[src/rtl/pcie_vc_router.sv]
// pcie_vc_router
// Routes words from one input FIFO into NUM_CH virtual-channel FIFOs.
// The channel is selected by the top CH_W bits of each word. Each channel
// has its own pop port and its own popped-word counter.
//
// Ports:
//   clk, reset            rising-edge clock, asynchronous active-high reset
//   init                  enter/stay in INIT; thresholds latched while in INIT
//   umbral_L / umbral_H   almost-empty / almost-full thresholds (latched)
//   push, data_in         write into the input FIFO
//   pop[NUM_CH]           per-channel read request
//   data_out, valid_out   registered per-channel read data and one-cycle strobe
//   almost_full/_empty    per-channel level flags against the latched thresholds
//   in_full               input FIFO holds DEPTH words
//   req, idx              counter read request for channel idx
//   counter_out/_valid    registered counter value and one-cycle strobe
//   state, error_out      FSM state (RESET=0 INIT=1 IDLE=2 ACTIVE=3 ERROR=4)
module pcie_vc_router #(
  parameter int DATA_W = 12,
  parameter int DEPTH  = 8,
  parameter int NUM_CH = 4,
  parameter int CNT_W  = 5,
  localparam int CH_W  = $clog2(NUM_CH),
  localparam int PTR_W = $clog2(DEPTH),
  localparam int LVL_W = PTR_W + 1
) (
  input  logic                     clk,
  input  logic                     reset,
  input  logic                     init,
  input  logic [LVL_W-1:0]         umbral_L,
  input  logic [LVL_W-1:0]         umbral_H,
  input  logic                     push,
  input  logic [DATA_W-1:0]        data_in,
  input  logic [NUM_CH-1:0]        pop,
  output logic [NUM_CH*DATA_W-1:0] data_out,
  output logic [NUM_CH-1:0]        valid_out,
  output logic [NUM_CH-1:0]        almost_full,
  output logic [NUM_CH-1:0]        almost_empty,
  output logic                     in_full,
  input  logic                     req,
  input  logic [CH_W-1:0]          idx,
  output logic [CNT_W-1:0]         counter_out,
  output logic                     counter_valid,
  output logic [2:0]               state,
  output logic                     error_out
);

  typedef enum logic [2:0] {
    ST_RESET  = 3'd0,
    ST_INIT   = 3'd1,
    ST_IDLE   = 3'd2,
    ST_ACTIVE = 3'd3,
    ST_ERROR  = 3'd4
  } state_t;

  state_t state_q, state_d;

  logic [LVL_W-1:0]  th_l_q, th_h_q;

  // Input FIFO
  logic [DATA_W-1:0] in_mem [DEPTH];
  logic [PTR_W-1:0]  in_wr_q, in_rd_q;
  logic [LVL_W-1:0]  in_lvl_q;

  // Channel FIFOs
  logic [DATA_W-1:0] ch_mem   [NUM_CH][DEPTH];
  logic [PTR_W-1:0]  ch_wr_q  [NUM_CH];
  logic [PTR_W-1:0]  ch_rd_q  [NUM_CH];
  logic [LVL_W-1:0]  ch_lvl_q [NUM_CH];
  logic [CNT_W-1:0]  cnt_q    [NUM_CH];
  logic [DATA_W-1:0] dout_q   [NUM_CH];
  logic [NUM_CH-1:0] valid_q;
  logic [CNT_W-1:0]  cnt_out_q;
  logic              cnt_valid_q;

  // Control decoded from the current state
  logic op_en, cfg_latch;

  logic              in_empty, push_ok, push_err, xfer, all_empty;
  logic [DATA_W-1:0] head;
  logic [CH_W-1:0]   head_ch;
  logic [NUM_CH-1:0] xfer_ch, pop_ok, ch_empty;

  assign in_empty  = (in_lvl_q == '0);
  assign in_full   = (in_lvl_q == LVL_W'(DEPTH));
  assign head      = in_mem[in_rd_q];
  assign head_ch   = head[DATA_W-1 -: CH_W];
  // Full is judged on the pre-edge level, so a push while full is an error
  // even if a transfer frees a slot on the same edge.
  assign push_ok   = op_en && push && !in_full;
  assign push_err  = op_en && push && in_full;
  // Head-of-line blocking: only the head's own channel is ever considered.
  assign xfer      = op_en && !in_empty && !almost_full[head_ch];
  assign all_empty = in_empty && (&ch_empty);

  generate
    for (genvar gi = 0; gi < NUM_CH; gi++) begin : g_ch
      assign almost_full[gi]  = (ch_lvl_q[gi] >= th_h_q);
      assign almost_empty[gi] = (ch_lvl_q[gi] <= th_l_q);
      assign ch_empty[gi]     = (ch_lvl_q[gi] == '0);
      assign xfer_ch[gi]      = xfer && (head_ch == CH_W'(gi));
      assign pop_ok[gi]       = op_en && pop[gi] && !ch_empty[gi];
      assign data_out[gi*DATA_W +: DATA_W] = dout_q[gi];
    end
  endgenerate

  assign valid_out     = valid_q;
  assign counter_out   = cnt_out_q;
  assign counter_valid = cnt_valid_q;
  assign state         = state_q;

  // FSM: state register
  always_ff @(posedge clk or posedge reset) begin
    if (reset) state_q <= ST_RESET;
    else       state_q <= state_d;
  end

  // FSM: next state
  always_comb begin
    state_d = state_q;
    case (state_q)
      ST_RESET: state_d = ST_INIT;
      ST_INIT: begin
        if (!init) begin
          if ((th_l_q < th_h_q) && (th_h_q <= LVL_W'(DEPTH))) state_d = ST_IDLE;
          else                                                state_d = ST_ERROR;
        end
      end
      ST_IDLE: begin
        if (push_err)  state_d = ST_ERROR;
        else if (init) state_d = ST_INIT;
        else if (push) state_d = ST_ACTIVE;
      end
      ST_ACTIVE: begin
        if (push_err)                state_d = ST_ERROR;
        else if (all_empty && init)  state_d = ST_INIT;
        else if (all_empty && !push) state_d = ST_IDLE;
      end
      ST_ERROR: state_d = ST_ERROR;
      default:  state_d = ST_ERROR;
    endcase
  end

  // FSM: outputs
  always_comb begin
    op_en     = (state_q == ST_IDLE) || (state_q == ST_ACTIVE);
    cfg_latch = (state_q == ST_INIT);
    error_out = (state_q == ST_ERROR);
  end

  // Storage arrays carry no reset; writes are gated by op_en, which is low
  // throughout reset.
  always_ff @(posedge clk) begin
    if (push_ok) in_mem[in_wr_q] <= data_in;
    for (int c = 0; c < NUM_CH; c++) begin
      if (xfer_ch[c]) ch_mem[c][ch_wr_q[c]] <= head;
    end
  end

  always_ff @(posedge clk or posedge reset) begin
    if (reset) begin
      th_l_q      <= '0;
      th_h_q      <= LVL_W'(DEPTH);
      in_wr_q     <= '0;
      in_rd_q     <= '0;
      in_lvl_q    <= '0;
      valid_q     <= '0;
      cnt_out_q   <= '0;
      cnt_valid_q <= 1'b0;
      for (int c = 0; c < NUM_CH; c++) begin
        ch_wr_q[c]  <= '0;
        ch_rd_q[c]  <= '0;
        ch_lvl_q[c] <= '0;
        cnt_q[c]    <= '0;
        dout_q[c]   <= '0;
      end
    end else begin
      if (cfg_latch) begin
        th_l_q <= umbral_L;
        th_h_q <= umbral_H;
      end
      if (push_ok) in_wr_q <= in_wr_q + PTR_W'(1);
      if (xfer)    in_rd_q <= in_rd_q + PTR_W'(1);
      case ({push_ok, xfer})
        2'b10:   in_lvl_q <= in_lvl_q + LVL_W'(1);
        2'b01:   in_lvl_q <= in_lvl_q - LVL_W'(1);
        default: ;
      endcase
      for (int c = 0; c < NUM_CH; c++) begin
        if (xfer_ch[c]) ch_wr_q[c] <= ch_wr_q[c] + PTR_W'(1);
        if (pop_ok[c]) begin
          ch_rd_q[c] <= ch_rd_q[c] + PTR_W'(1);
          dout_q[c]  <= ch_mem[c][ch_rd_q[c]];
          cnt_q[c]   <= cnt_q[c] + CNT_W'(1);
        end
        case ({xfer_ch[c], pop_ok[c]})
          2'b10:   ch_lvl_q[c] <= ch_lvl_q[c] + LVL_W'(1);
          2'b01:   ch_lvl_q[c] <= ch_lvl_q[c] - LVL_W'(1);
          default: ;
        endcase
      end
      // pop_ok is already low outside IDLE/ACTIVE, so strobes drop in ERROR.
      valid_q <= pop_ok;
      // Counter snapshot is taken before this edge's increment.
      if (op_en && req) begin
        cnt_out_q   <= cnt_q[idx];
        cnt_valid_q <= 1'b1;
      end else begin
        cnt_valid_q <= 1'b0;
      end
    end
  end

endmodule
[config.mk]
export PLATFORM = sky130hd
export DESIGN_NAME = pcie_vc_router
export DESIGN_NICKNAME = d
export VERILOG_FILES = /design/src/rtl/pcie_vc_router.sv
export SDC_FILE = /design/constraint.sdc
export NUM_CORES = 1
export LEC_CHECK = 0
export ABC_AREA = 1
export BUFFER_PORTS_ARGS = -buffer_cell sky130_fd_sc_hd__clkbuf_2
export CAP_MARGIN = 25
export CORE_UTILIZATION = 43
export CTS_CLUSTER_DIAMETER = 40
export DETAILED_ROUTE_END_ITERATION = 8
export MAX_ROUTING_LAYER = met4
export PLACE_DENSITY = 0.6
export SLEW_MARGIN = 20
export SYNTH_ARGS = -nofsm -noshare
export SYNTH_HDL_FRONTEND = slang
export SYNTH_SLANG_ARGS = --single-unit
export TNS_END_PERCENT = 10
[constraint.sdc]
create_clock -name clk -period 3.75 [get_ports clk]
set_input_delay 0.1875 -clock clk [delete_from_list [all_inputs] [get_ports clk]]
set_output_delay 0.1875 -clock clk [all_outputs]
set_load 0.02 [all_outputs]
==> impl_metrics.csv, run 1 <==
group,metric,value,unit
route,post-route-drc-count,4,
clock_tree,insertion_delay,0.63,ns
synthesis,ys_types,47,
synthesis,synth_top_area_cell,"edfxtp_1",
power,swShare,20.3,%
clock_tree,cts.sinks,619,
synthesis,ys_warn_count,0,
final_layout,area_delta_synth_final,20.3,%
route,drtIter0Drc,1102,
timing,finalMaxSlewViolations,0,
floorplanning,pin_count,102,
place,port_buffers,101,
run_status,status,"finished, violations left",
final_layout,fin_nets,2355,
floorplanning,start_util,43.7,%
final_layout,regArea,17900,sq um
power,p_int,13.0,mW
timing,setup_viol,0,
power,p_leak,12.2,nW
worst_setup_path,crit_path_start_kind,"flip-flop",
timing,rsz0062_at_grt,"no",
worst_setup_path,worstPathRequired,4.25,ns
worst_setup_path,crit_start,"in_rd_q[0]$_DFFE_PP0P_",
final_layout,n_antenna_cell,0,
worst_setup_path,worstPathCellList,"inv_2 -> nand2_1 -> nand3_1 -> nand2_1 -> nand2_1 -> nand2_4 -> buf_4 -> nand4_4 -> ha_1 -> ha_1 -> nand2_1 -> nor2_1 -> a211oi_1 -> nor2_1 -> nor2_1 -> nand2_1 -> xnor2_1",
synthesis,synthArstFlopShare,22.5,%
grt,grt.total_usage,20.5,%
timing,setup_tns,0,ns
final_layout,fin_area,31100,sq um
worst_setup_path,worst_path_largest_cell_delay,0.51,ns
clock_tree,cts.clk_slew.worst_paths,0.05,ns
min_path,hp-start,"idx[1]",
synthesis,synth_top_area_share,55.8,%
final_layout,fin_util,52.5,%
grt,antenna_found_initial,0,
clock_tree,cts_tree,"done",
worst_setup_path,regToRegStartpoint,"in_rd_q[0]$_DFFE_PP0P_",
timing,fin_crit_sh,90.2,%
floorplanning,fp.dieH,247,um
grt,grt_pass1_vias,16600,
final_layout,fillers,4938,
synthesis,synth_edf_count,480,
power,p_switching,3.29,mW
synthesis,synth_top_flop_cell,"edfxtp_1",
timing,worst_slew_pin_slew,1.03,ns
run_status,violations,"design-rule violations",
synthesis,ys_top_cells_by_count,"480 x edfxtp_1, 331 x nor2_1, 262 x nand2_1",
place,place_area,27500,sq um
worst_setup_path,cpMostUsedCell,"nand2_1",
job,max-cap-violations,0,
power,irDropWorstVdd,0.396,mV
final_layout,drive_gt1_share,16.5,%
worst_setup_path,worstPathMaxFanout,34,
timing,slew_headroom,31.3,%
timing,fmax,0.296,GHz
synthesis,synth_area,25800,sq um
route,drtPass1Iterations,7,
power,clkPwrFrac,54.2,%
grt,overflow,0,
route,wirelength,59.5,mm
synthesis,yosysMostFrequentCell,"edfxtp_1",
clock_tree,cts_buffer_depth,3,
synthesis,post_synth.cell_area_avg,12.6,sq um
synthesis,syn_inst,2054,
worst_setup_path,critPathKind,"reg2reg",
worst_setup_path,cp-end-kind,"flip-flop",
floorplanning,die_w,247,um
route,num_vias,16500,
power,p_per_area,523,nW/um^2
synthesis,ys_seq_area_share,69.3,%
route,vias_per_cell,5.32,
grt,grt_first_pass_wirelength,93.0,mm
clock_tree,clock-root-buffer,"clkbuf_16",
floorplanning,core_area,59100,sq um
place,gp_congestion,0.822,
worst_setup_path,slowest_stage,"dfrtp_1",
route,wl_per_cell,19.1,um
floorplanning,rows,89,
route,detail-route-antenna-nets,0,
synthesis,ys_ff_latch,619,
clock_tree,cts_max_level,3,
timing,fin_crit,3.38,ns
power,power_frac_seq,45.2,%
synthesis,syn-num-nets,2154,
worst_setup_path,reg2reg_slack,0.37,ns
timing,fin_hold_ws,0.0590,ns
timing,final_hold_viol_count,0,
final_layout,multi_input_area,7180,sq um
power,power_frac_comb,0.6,%
clock_tree,cts_buffers,94,
worst_setup_path,arrival,3.88,ns
floorplanning,die-area,61000,sq um
timing,skew,0.0223,ns
place,dp_hpwl,35.1,mm
min_path,hp-class,"in2reg",
grt,grt_max_degree,140,
synthesis,yosys-top-cells-area,"edfxtp_1 56%, dfrtp_1 13%, nor2_1 4.8%",
final cells by class:
class / instances / share of cell area, %
clock buffers: 112 / 8.15
clock inverters: 65 / 2.40
multi-input cells: 1234 / 23.1
well taps: 773 / 3.11
flip-flops and latches: 619 / 57.6
inverters: 105 / 1.30
repair buffers: 201 / 4.30
path summary, 6_finish.rpt:
kind | end | cells past startpoint
setup / recovery | ch_lvl_q[3]$_DFFE_PP0P_ | 17
max in group asynchronous | ch_wr_q[6]$_DFFE_PP0P_ | 4
hold reg to reg | ch_lvl_q[4]$_DFFE_PP0P_ | 1
min in group asynchronous | valid_out[2]$_DFF_PP0_ | 4
hold / removal | counter_out[4]$_DFFE_PP0P_ | 5
setup reg to reg | ch_lvl_q[3]$_DFFE_PP0P_ | 17
layer usage:
metal | share of wire (%) | vias to the layer above | GRT usage, % | wire (um)
li1 | - | 7863 | - | -
met2 | 50 | 362 | 33.7 | 29700
met1 | 43 | 8214 | 25.4 | 25700
met3 | 4.3 | 92 | 3.36 | 2570
met5 | 0 | - | - | 0
met4 | 2.5 | 0 | 7.30 | 1490
layout by cell type, fill, tap and decap left out, types with 9 or more instances in the layout:
| cell type | count |
|---|---|
| dfrtp_1 | 138 |
| o21ai_0 | 174 |
| buf_4 | 74 |
| nand4_1 | 17 |
| nor2_1 | 331 |
| xor2_1 | 21 |
| o211ai_1 | 51 |
| a31oi_2 | 11 |
| clkbuf_2 | 101 |
| clkinvlp_4 | 15 |
| bufinv_16 | 10 |
| ha_1 | 64 |
| nand3_1 | 37 |
| o221ai_1 | 48 |
| clkinv_1 | 11 |
| clkbuf_8 | 9 |
| inv_1 | 91 |
| edfxtp_1 | 480 |
| mux2i_1 | 48 |
| o32ai_1 | 48 |
| inv_6 | 9 |
| nor3_1 | 20 |
| o22ai_1 | 11 |
| xnor2_1 | 24 |
| a21oi_1 | 17 |
| clkbuf_16 | 95 |
| clkinv_2 | 12 |
| dlygate4sd3_1 | 23 |
| nand2_1 | 262 |
worst max-delay path, delay by kind of cell, from the launching register on:
kind            cells  cell delay, ns
compound gates      1            0.27
simple gates       11            1.15
flops               1            0.51
xor+xnor            1            0.12
buf+inv             2            0.52
fa+ha+maj           2            0.69
logic make-up after synthesis:
family	count (synthesis)	synth area share, %
AO/OA/AOI/OAI	381	9.58
XOR/XNOR	45	1.53
adder cells (fa/ha/maj)	69	3.49
buffers and inverters	201	3.14
flip-flops	619	69.3
multiplexers	50	1.95
AND/OR/NAND/NOR	689	11.0
flip-flops by register name (all words and copies together) (netlist names):
signal	flops
th_l_q	4
ch_lvl_q	16
state	3
valid_out	4
in_lvl_q	4
counter_valid	1
in_rd_q	3
counter_out	5
ch_rd_q	12
ch_wr_q	12
in_wr_q	3
data_out	48
in_mem	96
ch_mem	384
th_h_q	4
cnt_q	20
power by group through the flow:
stage          logic, mW  registers (mW)  clock network (mW)
2_1_floorplan     0.0332            7.48                   0
3_3_place_gp      0.0858            7.47                   0
3_5_place_dp      0.0884            7.47                   0
4_1_cts            0.108            7.34                8.98
5_1_grt            0.118            7.34                9.27
6_report           0.104            7.34                8.80
stage by stage:
stage | worst slack, ns | std cells | power (mW)
finish | 0.366 | 3109 | 16.3
detailed placement | 0.371 | 2908 | 7.56
global route | 0.0185 | 3109 | 16.7
global placement | 0.495 | 2908 | 7.56
CTS | 0.359 | 3108 | 16.4
floorplan | 0.659 | 2054 | 7.51
timing repair:
action / 4_1_cts / 5_1_grt
buffers inserted: 0 / 0
hold endpoints to repair: 245 / 0
gates resized for setup: 0 / 1
setup endpoints to repair: 0 / 1
hold buffers: 23 / 0
(Power assumes the default switching activity.)
==> inputs of run 2 (changes only) <==
--- a/config.mk
+++ b/config.mk
@@ -11,6 +11,7 @@
 export CORE_UTILIZATION = 43
 export CTS_CLUSTER_DIAMETER = 40
 export DETAILED_ROUTE_END_ITERATION = 8
+export GPL_TIMING_DRIVEN = 0
 export MAX_ROUTING_LAYER = met4
 export PLACE_DENSITY = 0.6
 export SLEW_MARGIN = 20
==> run 2 against run 1 <==
  * The flow still finishes with violations (design-rule violations)
  * Clock skew grew 0.0011 ns
  * First-iteration DRC count increased by 28%
  * Clock-buffer cell count shrank 7
  * Global-route usage rose by 1.1 points
  * Total power is 0.31% lower
  * Fmax decreased by 2.9%
  * Sequential power hardly changed
  * Routed wire length is 5.7% higher
  * Final area increased by 1.9%
  * Final cell count up 2.0%
  * Largest cell class unchanged
  * Clock power is 0.6% lower
==> impl_metrics.csv, run 2 (synthesis results as in run 1) <==
group,metric,value,unit
route,wl_per_cell,19.8,um
floorplanning,rows,89,
clock_tree,cts_max_level,3,
clock_tree,cts_tree,"done",
route,wirelength,62.9,mm
timing,setup_viol,0,
final_layout,final_common_cell,"edfxtp_1",
clock_tree,cts_buffer_depth,3,
place,gp_congestion,0.867,
floorplanning,start_util,43.7,%
timing,finalMaxSlewViolations,0,
grt,grt_first_pass_wirelength,96.5,mm
route,drtIter0Drc,1411,
run_status,violations,"design-rule violations",
floorplanning,fp.dieH,247,um
timing,fin_crit,3.48,ns
final_layout,fillers,4912,
grt,grt_max_degree,39,
grt,antenna_found_initial,0,
final_layout,drive_gt1_share,17.1,%
power,p_leak,12.2,nW
floorplanning,die-area,61000,sq um
route,detail-route-antenna-nets,0,
timing,fmax,0.287,GHz
floorplanning,pin_count,102,
route,num_vias,17000,
route,vias_per_cell,5.35,
run_status,status,"finished, violations left",
clock_tree,clock-root-buffer,"clkbuf_16",
timing,final_hold_viol_count,0,
worst_setup_path,cp-end-kind,"flip-flop",
power,irDropWorstVdd,0.436,mV
timing,rsz0062_at_grt,"yes",
clock_tree,cts_buffers,92,
floorplanning,core_area,59100,sq um
grt,grt.total_usage,21.5,%
route,drtPass1Iterations,7,
final_layout,largest_register_ffs,384,
worst_setup_path,arrival,3.99,ns
place,dp.cells,2967,
min_path,hp-start,"pop[3]",
timing,fin_crit_sh,92.9,%
worst_setup_path,critPathKind,"reg2reg",
place,dp_hpwl,42.9,mm
power,p_per_area,512,nW/um^2
final_layout,regArea,17900,sq um
final_layout,multi_input_area,7400,sq um
final_layout,layout_common_cells,"480 x edfxtp_1, 317 x nor2_1, 262 x nand2_1, 174 x o21ai_0, 138 x dfrtp_1",
min_path,hp-class,"in2reg",
timing,slew_headroom,43.7,%
final_layout,fin_util,53.5,%
place,place_area,28100,sq um
worst_setup_path,crit_start,"th_h_q[3]$_DFFE_PP1P_",
grt,grt_pass1_vias,16800,
timing,skew,0.0234,ns
worst_setup_path,crit_path_start_kind,"flip-flop",
final_layout,fin_nets,2417,
worst_setup_path,regToRegStartpoint,"th_h_q[3]$_DFFE_PP1P_",
floorplanning,die_w,247,um
clock_tree,cts.sinks,619,
final_layout,n_antenna_cell,0,
grt,overflow,0,
place,port_buffers,101,
route,post-route-drc-count,4,
final_layout,fin_area,31600,sq um
final_layout,stdcell_count,3170,
worst_setup_path,worstPathRequired,4.26,ns
clock_tree,cts.clk_slew.worst_paths,0.05,ns
power,power,16.2,mW
worst_setup_path,worstPathMaxFanout,10,
job,max-cap-violations,0,
timing,worst_slew_pin_slew,0.843,ns
clock_tree,insertion_delay,0.63,ns
final_layout,area_delta_synth_final,22.5,%
timing,setup_tns,0,ns
run 2: cell types whose count changed in the layout (fill, tap and decap cells not counted), moves of 17 or more:
| cell | change |
|---|---|
| buf_2 | +18 |
| buf_1 | +18 |
| nor3_1 | -17 |
| nor3_2 | +17 |
| clkbuf_1 | +52 |
| buf_4 | -49 |
run 2: final timing paths:
kind                                            to  slack [ns]  cells past startpoint
max                        ch_lvl_q[3]$_DFFE_PP0P_        0.27                     18
min                           cnt_q[0]$_DFFE_PP0P_         0.1                      3
max reg2reg                ch_lvl_q[3]$_DFFE_PP0P_        0.27                     18
min reg2reg                   cnt_q[4]$_DFFE_PP0P_        0.47                      1
max in group asynchronous  ch_wr_q[11]$_DFFE_PP0P_        2.68                      5
min in group asynchronous   ch_rd_q[3]$_DFFE_PP0P_        0.22                      3
run 2: cell type report:
class	count	share of cell area, %
Sequential cell	619	56.6
Multi-Input combinational cell	1234	23.4
Timing Repair Buffer	169	4.17
Clock buffer	105	7.90
Tap cell	773	3.06
Inverter	105	1.29
Clock inverter	69	2.32
Buffer	96	1.31
run 2: worst max-delay path, cell delays in order (launching register included):
cell and delay (ns):
dfstp_2 0.53, inv_1 0.13, ha_1 0.36, a21oi_1 0.14, nand3_1 0.22, nand2_1 0.15
nand2_2 0.09, inv_4 0.08, nand4_4 0.16, buf_6 0.24, ha_1 0.26, ha_1 0.34
nand2_1 0.09, nor2_1 0.05, a211oi_2 0.20, nor2_1 0.07, nor2_1 0.08, nand2_1 0.08
xnor2_1 0.12
run 2: stage by stage:
stage | hold WS [ns] | setup slack, ns
detailed placement | 0.340 | -0.168
global placement | 0.404 | -1.18
finish | 0.0998 | 0.267
floorplan | 0.286 | 0.659
global route | 0.113 | -0.0183
CTS | 0.111 | 0.0203
run 2: repair_timing:
item / CTS / global route
endpoints found under the setup margin: 2 / 5
hold buffers: 25 / 0
endpoints found under the hold margin: 131 / 0
buffers inserted: 0 / 3
pin swaps: 1 / 1
gates resized for setup: 3 / 4
cloned: 0 / 0
run 2: where the power goes:
| group | switching [mW] | total, mW | internal, mW |
|---|---|---|---|
| Combinational | 0.0713 | 0.115 | 0.0438 |
| Sequential | 0.00201 | 7.34 | 7.34 |
| Clock | 3.30 | 8.75 | 5.44 |
| Total | 3.38 | 16.2 | 12.8 |
run 2: layer usage:
layer	routed length, um	vias to the layer above	GRT usage [%]
met5	0	-	-
met4	2000	0	8.04
met2	31000	479	34.7
li1	-	7996	-
met1	26300	8366	26.9
met3	3500	129	4.23
